File: src/rtl/ff_excitation_decoder_if.sv
// Sample-in / excitation-out bundle for the flip-flop excitation decoder.
// master drives samples and counter clear; slave returns decoded excitation and counts.
interface ff_excitation_decoder_if #(
    parameter int CNT_W = 8
);
    logic             q_valid;
    logic             q_in;
    logic             cnt_clr;
    logic             exc_valid;
    logic             d_out;
    logic             t_out;
    logic             s_out;
    logic             r_out;
    logic             sr_dc;
    logic             j_out;
    logic             k_out;
    logic             jk_dc;
    logic [CNT_W-1:0] rise_cnt;
    logic [CNT_W-1:0] fall_cnt;
    logic [CNT_W-1:0] hold_cnt;

    modport master (
        output q_valid, q_in, cnt_clr,
        input  exc_valid, d_out, t_out, s_out, r_out, sr_dc,
        input  j_out, k_out, jk_dc, rise_cnt, fall_cnt, hold_cnt
    );

    modport slave (
        input  q_valid, q_in, cnt_clr,
        output exc_valid, d_out, t_out, s_out, r_out, sr_dc,
        output j_out, k_out, jk_dc, rise_cnt, fall_cnt, hold_cnt
    );
endinterface

File: src/rtl/ff_excitation_decoder.sv
// Decodes D/T/SR/JK excitation for each observed flip-flop transition and counts rise/fall/hold events.
// Latency: one cycle from the accepted sample to exc_valid and registered outputs.
// Backpressure: none; every q_valid sample is accepted, outputs hold until the next decode.
module ff_excitation_decoder #(
    parameter int CNT_W = 8
) (
    input  logic                    clk,
    input  logic                    reset,
    ff_excitation_decoder_if.slave  bus
);
    typedef enum logic {EMPTY, PRIMED} state_t;

    state_t           state;
    logic             prev_q;
    logic             exc_valid;
    logic             d_out, t_out, s_out, r_out, sr_dc;
    logic             j_out, k_out, jk_dc;
    logic [CNT_W-1:0] rise_cnt, fall_cnt, hold_cnt;

    function automatic logic [CNT_W-1:0] sat_inc(input logic [CNT_W-1:0] v);
        return (v == {CNT_W{1'b1}}) ? v : v + CNT_W'(1);
    endfunction

    always_ff @(posedge clk or posedge reset) begin
        if (reset) begin
            state     <= EMPTY;
            prev_q    <= 1'b0;
            exc_valid <= 1'b0;
            d_out     <= 1'b0;
            t_out     <= 1'b0;
            s_out     <= 1'b0;
            r_out     <= 1'b0;
            sr_dc     <= 1'b0;
            j_out     <= 1'b0;
            k_out     <= 1'b0;
            jk_dc     <= 1'b0;
            rise_cnt  <= '0;
            fall_cnt  <= '0;
            hold_cnt  <= '0;
        end else begin
            exc_valid <= 1'b0;
            if (bus.cnt_clr) begin
                rise_cnt <= '0;
                fall_cnt <= '0;
                hold_cnt <= '0;
            end
            if (bus.q_valid) begin
                prev_q <= bus.q_in;
                if (state == EMPTY) begin
                    state <= PRIMED;
                end else begin
                    exc_valid <= 1'b1;
                    d_out     <= bus.q_in;
                    t_out     <= prev_q ^ bus.q_in;
                    s_out     <= ~prev_q & bus.q_in;
                    r_out     <= prev_q & ~bus.q_in;
                    sr_dc     <= ~(prev_q ^ bus.q_in);
                    j_out     <= ~prev_q & bus.q_in;
                    k_out     <= prev_q & ~bus.q_in;
                    // Every JK transition leaves one input free, so the flag is always set.
                    jk_dc     <= 1'b1;
                    if (!bus.cnt_clr) begin
                        if (!prev_q && bus.q_in)
                            rise_cnt <= sat_inc(rise_cnt);
                        else if (prev_q && !bus.q_in)
                            fall_cnt <= sat_inc(fall_cnt);
                        else
                            hold_cnt <= sat_inc(hold_cnt);
                    end
                end
            end
        end
    end

    assign bus.exc_valid = exc_valid;
    assign bus.d_out     = d_out;
    assign bus.t_out     = t_out;
    assign bus.s_out     = s_out;
    assign bus.r_out     = r_out;
    assign bus.sr_dc     = sr_dc;
    assign bus.j_out     = j_out;
    assign bus.k_out     = k_out;
    assign bus.jk_dc     = jk_dc;
    assign bus.rise_cnt  = rise_cnt;
    assign bus.fall_cnt  = fall_cnt;
    assign bus.hold_cnt  = hold_cnt;
endmodule

File: src/flat_wrapper.sv
// flat-port wrapper written by rule: the top's interface ports become plain ports
module ff_excitation_decoder_flat 
#(
    parameter int CNT_W = 8
)
  (clk, reset, bus_q_valid, bus_q_in, bus_cnt_clr, bus_exc_valid, bus_d_out, bus_t_out, bus_s_out, bus_r_out, bus_sr_dc, bus_j_out, bus_k_out, bus_jk_dc, bus_rise_cnt, bus_fall_cnt, bus_hold_cnt);
  ff_excitation_decoder_if #(.CNT_W(CNT_W)) bus_i ();
  input  logic clk;
  input  logic reset;
  input wire logic [$bits(bus_i.q_valid)-1:0] bus_q_valid;
  input wire logic [$bits(bus_i.q_in)-1:0] bus_q_in;
  input wire logic [$bits(bus_i.cnt_clr)-1:0] bus_cnt_clr;
  output wire logic [$bits(bus_i.exc_valid)-1:0] bus_exc_valid;
  output wire logic [$bits(bus_i.d_out)-1:0] bus_d_out;
  output wire logic [$bits(bus_i.t_out)-1:0] bus_t_out;
  output wire logic [$bits(bus_i.s_out)-1:0] bus_s_out;
  output wire logic [$bits(bus_i.r_out)-1:0] bus_r_out;
  output wire logic [$bits(bus_i.sr_dc)-1:0] bus_sr_dc;
  output wire logic [$bits(bus_i.j_out)-1:0] bus_j_out;
  output wire logic [$bits(bus_i.k_out)-1:0] bus_k_out;
  output wire logic [$bits(bus_i.jk_dc)-1:0] bus_jk_dc;
  output wire logic [$bits(bus_i.rise_cnt)-1:0] bus_rise_cnt;
  output wire logic [$bits(bus_i.fall_cnt)-1:0] bus_fall_cnt;
  output wire logic [$bits(bus_i.hold_cnt)-1:0] bus_hold_cnt;
  assign bus_i.q_valid = bus_q_valid;
  assign bus_i.q_in = bus_q_in;
  assign bus_i.cnt_clr = bus_cnt_clr;
  assign bus_exc_valid = bus_i.exc_valid;
  assign bus_d_out = bus_i.d_out;
  assign bus_t_out = bus_i.t_out;
  assign bus_s_out = bus_i.s_out;
  assign bus_r_out = bus_i.r_out;
  assign bus_sr_dc = bus_i.sr_dc;
  assign bus_j_out = bus_i.j_out;
  assign bus_k_out = bus_i.k_out;
  assign bus_jk_dc = bus_i.jk_dc;
  assign bus_rise_cnt = bus_i.rise_cnt;
  assign bus_fall_cnt = bus_i.fall_cnt;
  assign bus_hold_cnt = bus_i.hold_cnt;
  ff_excitation_decoder #(.CNT_W(CNT_W)) u_core (.clk(clk), .reset(reset), .bus(bus_i));
endmodule
File: config.mk
export PLATFORM = sky130hd
export DESIGN_NAME = ff_excitation_decoder_flat
export DESIGN_NICKNAME = d
export VERILOG_FILES = /design/src/rtl/ff_excitation_decoder_if.sv /design/src/rtl/ff_excitation_decoder.sv /design/src/flat_wrapper.sv
export SDC_FILE = /design/constraint.sdc
export NUM_CORES = 1
export LEC_CHECK = 0
export ABC_AREA = 1
export CORE_MARGIN = 2
export CORE_UTILIZATION = 68
export DETAILED_ROUTE_END_ITERATION = 16
export DONT_BUFFER_PORTS = 1
export PLACE_DENSITY = 0.92
export REMOVE_ABC_BUFFERS = 1
export SYNTH_ARGS = -nofsm -noshare
export SYNTH_HDL_FRONTEND = slang
export SYNTH_SLANG_ARGS = --single-unit
File: constraint.sdc
create_clock -name clk -period 2.7 [get_ports clk]
set_clock_uncertainty 0.2 [all_clocks]
set_input_delay 0.405 -clock clk [delete_from_list [all_inputs] [get_ports clk]]
set_output_delay 0.405 -clock clk [all_outputs]
set_load 0.01 [all_outputs]
==> reports/metrics.cfg, run 1 <==
[clock_tree]
clk_latency_ns=0.34
clockBufferDepth=2
root_buffer=clkbuf_4
cts_buffers=5
tritoncts=built
h-tree-depth=2
cts_setup_buffers=0
numClockSinks=33
clk_pin_slew_ns=0.10
ctsResizeCount=0

[setup_path]
cp_common_cell=nand2_1
crit_path_start_kind=flop
crit_path_end=u_core.bus.fall_cnt[0]$_DFFE_PP0P_
cp-startpoint=u_core.bus.fall_cnt[1]$_DFFE_PP0P_
reg2reg_setup_slack_ns=0.93
required_ns=2.75
worstPathArrival_ns=1.82
r2r-start=u_core.bus.fall_cnt[1]$_DFFE_PP0P_
critPathMaxStageDelay_ns=0.48
worstSetupPathType=reg -> reg
path_max_fanout=8
r2r_cells=8
end_kind=flop
critPathSlowestCell=dfrtp_1
crit_chain=ha_1, nand3_2, nor2_2, nand3_4, nand2_4, nand2_1, nand2_1, nor2_1
r2r-end=u_core.bus.fall_cnt[0]$_DFFE_PP0P_

[die]
rows=19
dieArea_um2=3410
core_area_um2=2780
die_x_um=58.4
die_h_um=58.4
io_pins=38
start_util_pct=72.3

[route]
wl_per_cell_um=14.1
drt_first_pass_iters=4
dr_total_vias=1704
drt_iter0_drc=107
antenna_left=0
vias_per_cell=5.78
drc=0
totalWireLength_mm=4.17

[logic_synthesis]
ys_warn_count=0
synth_cell_types=31
synthCells=260
synth_seq_area_share_pct=41.1
yosys_register_bits=33
syn_area_um2=2010
avgSynthCellArea_um2=7.73

[placement]
place_congestion=0.937
place_hpwl_mm=2.86
placed_area_um2=1990
numPortBuffers=0

[run]
maxCapViolCount=0

[global_routing]
antenna_found_initial=0
globalRouteOverflowTotal=0
grt_usage_pct=28.6
grt_pass1_wl_mm=7.34
grt_pass1_vias=1636
grt_max_degree=23

[timing]
drv_slew=0
rsz0062_at_grt=no
fin_crit_ns=1.77
hold_ws_ns=0.0335
tns_ns=0
fin_crit_sh_pct=65.6
hold_viol_final=0
worst_slew_pin_slew_ns=0.665
slew_headroom_pct=55.6
clock.fmax_mhz=564
finalSetupViolCount=0

[hold_path]
hold_path.class=in -> reg

[power]
peakVddDrop_mv=0.420
power_leakage_nw=1.01
p_per_area_nw_per_um2=471

[layout]
final_layout_size_suffix_gt1_share_pct=12.9
nNetsFinal=274
final_area_um2=2080
fillerInstances=214
synthToLayoutAreaGrowth_pct=3.48
multi_input_area_um2=988
final_cell_mix=59 x nand2_1, 34 x nor2_1, 33 x dfrtp_1
seqCellArea_um2=826
diodes=0
final_common_cell=nand2_1

[run_status]
outcome=finished clean

==> report_power, final <==
part           total, mW  switching (mW)  internal (mW)
Combinational      0.130          0.0867         0.0437
Clock              0.289           0.166          0.123
Sequential         0.561          0.0412          0.520
==> cells in the mapped netlist, drive strengths merged <==
library cell	instances	area share (%)
nor2	39	8.8
o31a	1	0.50
o21a	1	0.37
o21bai	3	1.1
o21ai	30	7.5
nand4	5	1.9
nor3	3	1.3
nand2	63	13
inv	32	6.2
dfrtp	33	41
ha	5	3.1
xor2	1	0.44
nand3	23	7.6
a21oi	9	2.4
o211ai	2	0.75
or2	2	0.62
buf	8	3.5
==> state kept, by name (all words and copies together) (netlist names) <==
register / cells
u_core.bus.fall_cnt: 8
u_core.bus.hold_cnt: 8
u_core.bus.rise_cnt: 8
u_core.bus.d_out: 1
u_core.bus.exc_valid: 1
u_core.bus.jk_dc: 1
u_core.bus.r_out: 1
u_core.bus.s_out: 1
u_core.bus.sr_dc: 1
u_core.bus.t_out: 1
u_core.prev_q: 1
u_core.state: 1
==> stage by stage <==
step,utilization (%),setup WS (ns),power (mW),std cells
2_1_floorplan,-,1.03,0.664,252
3_3_place_gp,71.4,0.909,0.689,284
3_5_place_dp,71.4,0.860,0.695,284
4_1_cts,74.8,0.949,0.988,295
5_1_grt,74.8,0.786,1.03,295
6_report,74.8,0.928,0.981,295
==> per-layer routing <==
metal,global-route usage (%),wire length [µm],vias up
li1,-,-,851
met1,37.3,1840,787
met2,44.3,1950,57
met3,9.67,299,9
met4,10.6,78,0
met5,0,0,-
==> cells by family (layout without fill, tap and decap cells) <==
logic type	after synthesis	in the layout	share of synthesized area (%)
buf+inv	40	44	9.77
xor+xnor	1	1	0.436
flops	33	33	41.1
compound gates	46	46	12.6
fa+ha+maj	5	5	3.11
simple gates	135	135	33.0
==> cell type report <==
class,count,share of cell area (%)
Clock buffer,7,2.65
Timing Repair Buffer,5,2.29
Inverter,32,6.01
Tap cell,31,1.86
Sequential cell,33,39.7
Multi-Input combinational cell,187,47.5
==> how the worst min path moves through the flow <==
| stage | start | cells after the start | slack, ns | to |
|---|---|---|---|---|
| after floorplan | bus_cnt_clr | 1 | 0.30 | u_core.bus.fall_cnt[3]$_DFFE_PP0P_ |
| after global placement | reset | 1 | 0.20 | u_core.bus.fall_cnt[0]$_DFFE_PP0P_ |
| after detailed placement | reset | 1 | 0.21 | u_core.bus.fall_cnt[4]$_DFFE_PP0P_ |
| after CTS | bus_q_in | 2 | 0.02 | u_core.bus.d_out$_DFFE_PP0P_ |
| after global routing | bus_cnt_clr | 2 | 0.04 | u_core.bus.hold_cnt[7]$_DFFE_PP0P_ |
| final | bus_q_in | 2 | 0.03 | u_core.bus.d_out$_DFFE_PP0P_ |
==> critical path: cells and delay by family, from the launching register on <==
family                   cells  cell delay, ns
AND/OR/NAND/NOR              7            0.68
flip-flops                   1            0.48
adder cells (fa/ha/maj)      1            0.31
==> what timing repair did <==
| action | CTS | global route |
|---|---|---|
| endpoints found under the hold margin | 20 | 0 |
| hold buffers | 4 | 0 |
| setup endpoints to repair | 0 | 0 |
(Power assumes the default switching activity.)
==> run 2: changes to the inputs <==
CORE_UTILIZATION = 63   (was 68)
PLACE_DENSITY = 0.87   (was 0.92)
clock period = 1.7 ns   (was 2.7 ns; I/O delays follow)
==> reports/metrics.cfg, run 2 (synthesis results as in run 1) <==
[power]
p_per_area_nw_per_um2=705  ; +50%
switching_share_pct=31.1  ; +1.1 points
peakVddDrop_mv=0.559  ; +33%
clkPwrFrac_pct=27.2  ; -2.3 points
seq_power_share_pct=56.2  ; -1.0 points
power_switching_uw=487  ; +66%
comb_power_share_pct=16.6  ; +3.3 points
p_int_mw=1.08  ; +57%
power_leakage_nw=1.06  ; +5.8%

[layout]
final_layout_size_suffix_gt1_share_pct=19.2  ; +6.3 points
final_common_cell=nand2_1
seqCellArea_um2=827  ; +0.15%
multi_input_area_um2=1030  ; +3.8%
final_cell_mix=59 x nand2_1, 32 x nor2_1, 32 x dfrtp_1
fin_cells=320  ; +8.5%
fillerInstances=264  ; +23%
reg.largest.list=u_core.bus.fall_cnt (8), u_core.bus.hold_cnt (8), u_core.bus.rise_cnt (8)
nNetsFinal=285  ; +4.0%
synthToLayoutAreaGrowth_pct=10.4
diodes=0  ; unchanged

[route]
vias_per_cell=5.52  ; -4.4%
antenna_left=0  ; unchanged
drc=0  ; unchanged
totalWireLength_mm=4.36  ; +4.7%
drt_first_pass_iters=4  ; unchanged
dr_total_vias=1767  ; +3.7%
wl_per_cell_um=13.6  ; -3.5%
drt_iter0_drc=140  ; +31%

[setup_path]
cp-startpoint=u_core.prev_q$_DFFE_PP0P_
cp_common_cell=nand2_2
crit_path_start_kind=flop
path_max_fanout=5  ; -3
r2r-start=u_core.prev_q$_DFFE_PP0P_
r2r-end=u_core.bus.hold_cnt[2]$_DFFE_PP0P_
critPathTopFamily=simple AND/OR/NAND/NOR gates
end_kind=flop
worstPathArrival_ns=1.70  ; -0.12 ns
crit_chain=ha_2, nor2_2, nand2_2, inv_2, nand3_2, nand2_2, o21ai_1, nor2_1
worst-path-stages=8  ; unchanged
critPathSlowestCell=dfrtp_1
worst-path-buf-inv=1  ; +1
worstSetupPathType=reg -> reg
r2r_cells=8  ; unchanged
crit_path_end=u_core.bus.hold_cnt[2]$_DFFE_PP0P_
reg2reg_setup_slack_ns=0.08  ; -0.85 ns
critPathMaxStageDelay_ns=0.42  ; -0.06 ns
required_ns=1.78  ; -0.97 ns

[die]
rows=20  ; +1
core_area_um2=3050  ; +9.8%
start_util_pct=65.9  ; -6.4 points
io_pins=38  ; unchanged
die_h_um=60.5  ; +3.6%
dieArea_um2=3660  ; +7.4%
die_x_um=60.5  ; +3.6%

[timing]
fin_crit_ns=1.62  ; -0.155 ns
slew_headroom_pct=70.7  ; +15 points
hold_viol_final=0  ; unchanged
worst_slew_pin_slew_ns=0.439  ; -0.226 ns
tns_ns=0  ; unchanged
setup_slack_ns=0.0830  ; -0.845 ns
finalSetupViolCount=0  ; unchanged
fin_crit_sh_pct=95.1  ; +29 points
clock.fmax_mhz=618  ; +9.6%
rsz0062_at_grt=yes
drv_slew=0  ; unchanged

[hold_path]
hold_path.class=in -> reg

[placement]
place_congestion=0.935  ; -0.21%
numPortBuffers=0  ; unchanged
dp.cells=307  ; +8.1%
place_hpwl_mm=2.99  ; +4.5%
pre_cts_slack_ns=-0.0142  ; -0.875 ns

[clock_tree]
clockBufferDepth=2  ; unchanged
cts_setup_buffers=0  ; unchanged
tritoncts=built
clk_pin_slew_ns=0.10  ; about the same
numClockSinks=33  ; unchanged
h-tree-depth=2  ; unchanged
clk_latency_ns=0.34  ; about the same
root_buffer=clkbuf_4
cts_buffers=5  ; unchanged

[global_routing]
globalRouteOverflowTotal=0  ; unchanged
grt_usage_pct=27.0  ; -1.5 points
antenna_found_initial=0  ; unchanged
grt_max_degree=34  ; +48%
grt_pass1_wl_mm=7.40  ; +0.84%
grt_pass1_vias=1647  ; +0.67%

[run_status]
outcome=finished clean

[run]
maxCapViolCount=0  ; unchanged

[run 2: cell types whose count changed in the layout (fill, tap and decap cells not counted), moves of 2 or more]
cell      change
ha_1          -4
buf_4        +10
nor2_1        -2
ha_2          +3
clkinv_2      +2
[run 2: worst min path at each step]
stage,start,to,slack [ns],depth (start not counted)
after global routing,bus_q_valid,u_core.bus.r_out$_DFFE_PP0P_,0.06,2
after global placement,reset,u_core.bus.rise_cnt[4]$_DFFE_PP0P_,0.06,2
after floorplan,bus_cnt_clr,u_core.bus.fall_cnt[3]$_DFFE_PP0P_,0.15,1
after detailed placement,reset,u_core.bus.rise_cnt[6]$_DFFE_PP0P_,0.06,2
after CTS,bus_q_valid,u_core.bus.sr_dc$_DFFE_PP0P_,0.01,3
final,bus_q_valid,u_core.bus.sr_dc$_DFFE_PP0P_,0.02,3
[run 2: area by class of cell]
type | instances | share of cell area, %
inverters | 32 | 5.64
flip-flops and latches | 33 | 37.3
well taps | 44 | 2.48
clock buffers | 6 | 1.86
clock inverters | 2 | 0.451
repair buffers | 16 | 6.09
multi-input cells | 187 | 46.2
[run 2: what timing repair did]
| action | 4_1_cts | 5_1_grt |
|---|---|---|
| pin swaps | 0 | 2 |
| endpoints found under the setup margin | 1 | 12 |
| resized for setup | 1 | 11 |
| endpoints found under the hold margin | 46 | 0 |
| hold buffers | 5 | 0 |
[run 2: power groups by stage]
stage	clock network, mW	registers, mW	logic [mW]
floorplan	0	0.896	0.159
global placement	0	0.893	0.226
detailed placement	0	0.895	0.232
CTS	0.437	0.879	0.248
global route	0.471	0.887	0.297
finish	0.426	0.880	0.260
[run 2: routing by layer]
metal | track usage, % | share of wire, %
met1 | 34.7 | 42
met2 | 43.6 | 47
met3 | 6.82 | 8.8
met4 | 11.5 | 2.1
met5 | 0 | 0
[run 2: worst min-delay path, cell delays in order]
cell and delay, ns:
nand2_4 0.12, nand2_1 0.10, nand2_1 0.05
[run 2: per-stage QoR]
stage / hold slack, ns / power [mW] / instance area [µm²] / util, %
6_report: 0.0211 / 1.57 / 2220 / 72.7
2_1_floorplan: 0.146 / 1.05 / 1940 / -
4_1_cts: 0.0136 / 1.56 / 2180 / 71.4
3_5_place_dp: 0.0644 / 1.13 / 2080 / 68.0
5_1_grt: 0.0571 / 1.66 / 2220 / 72.7
3_3_place_gp: 0.0608 / 1.12 / 2080 / 68.0
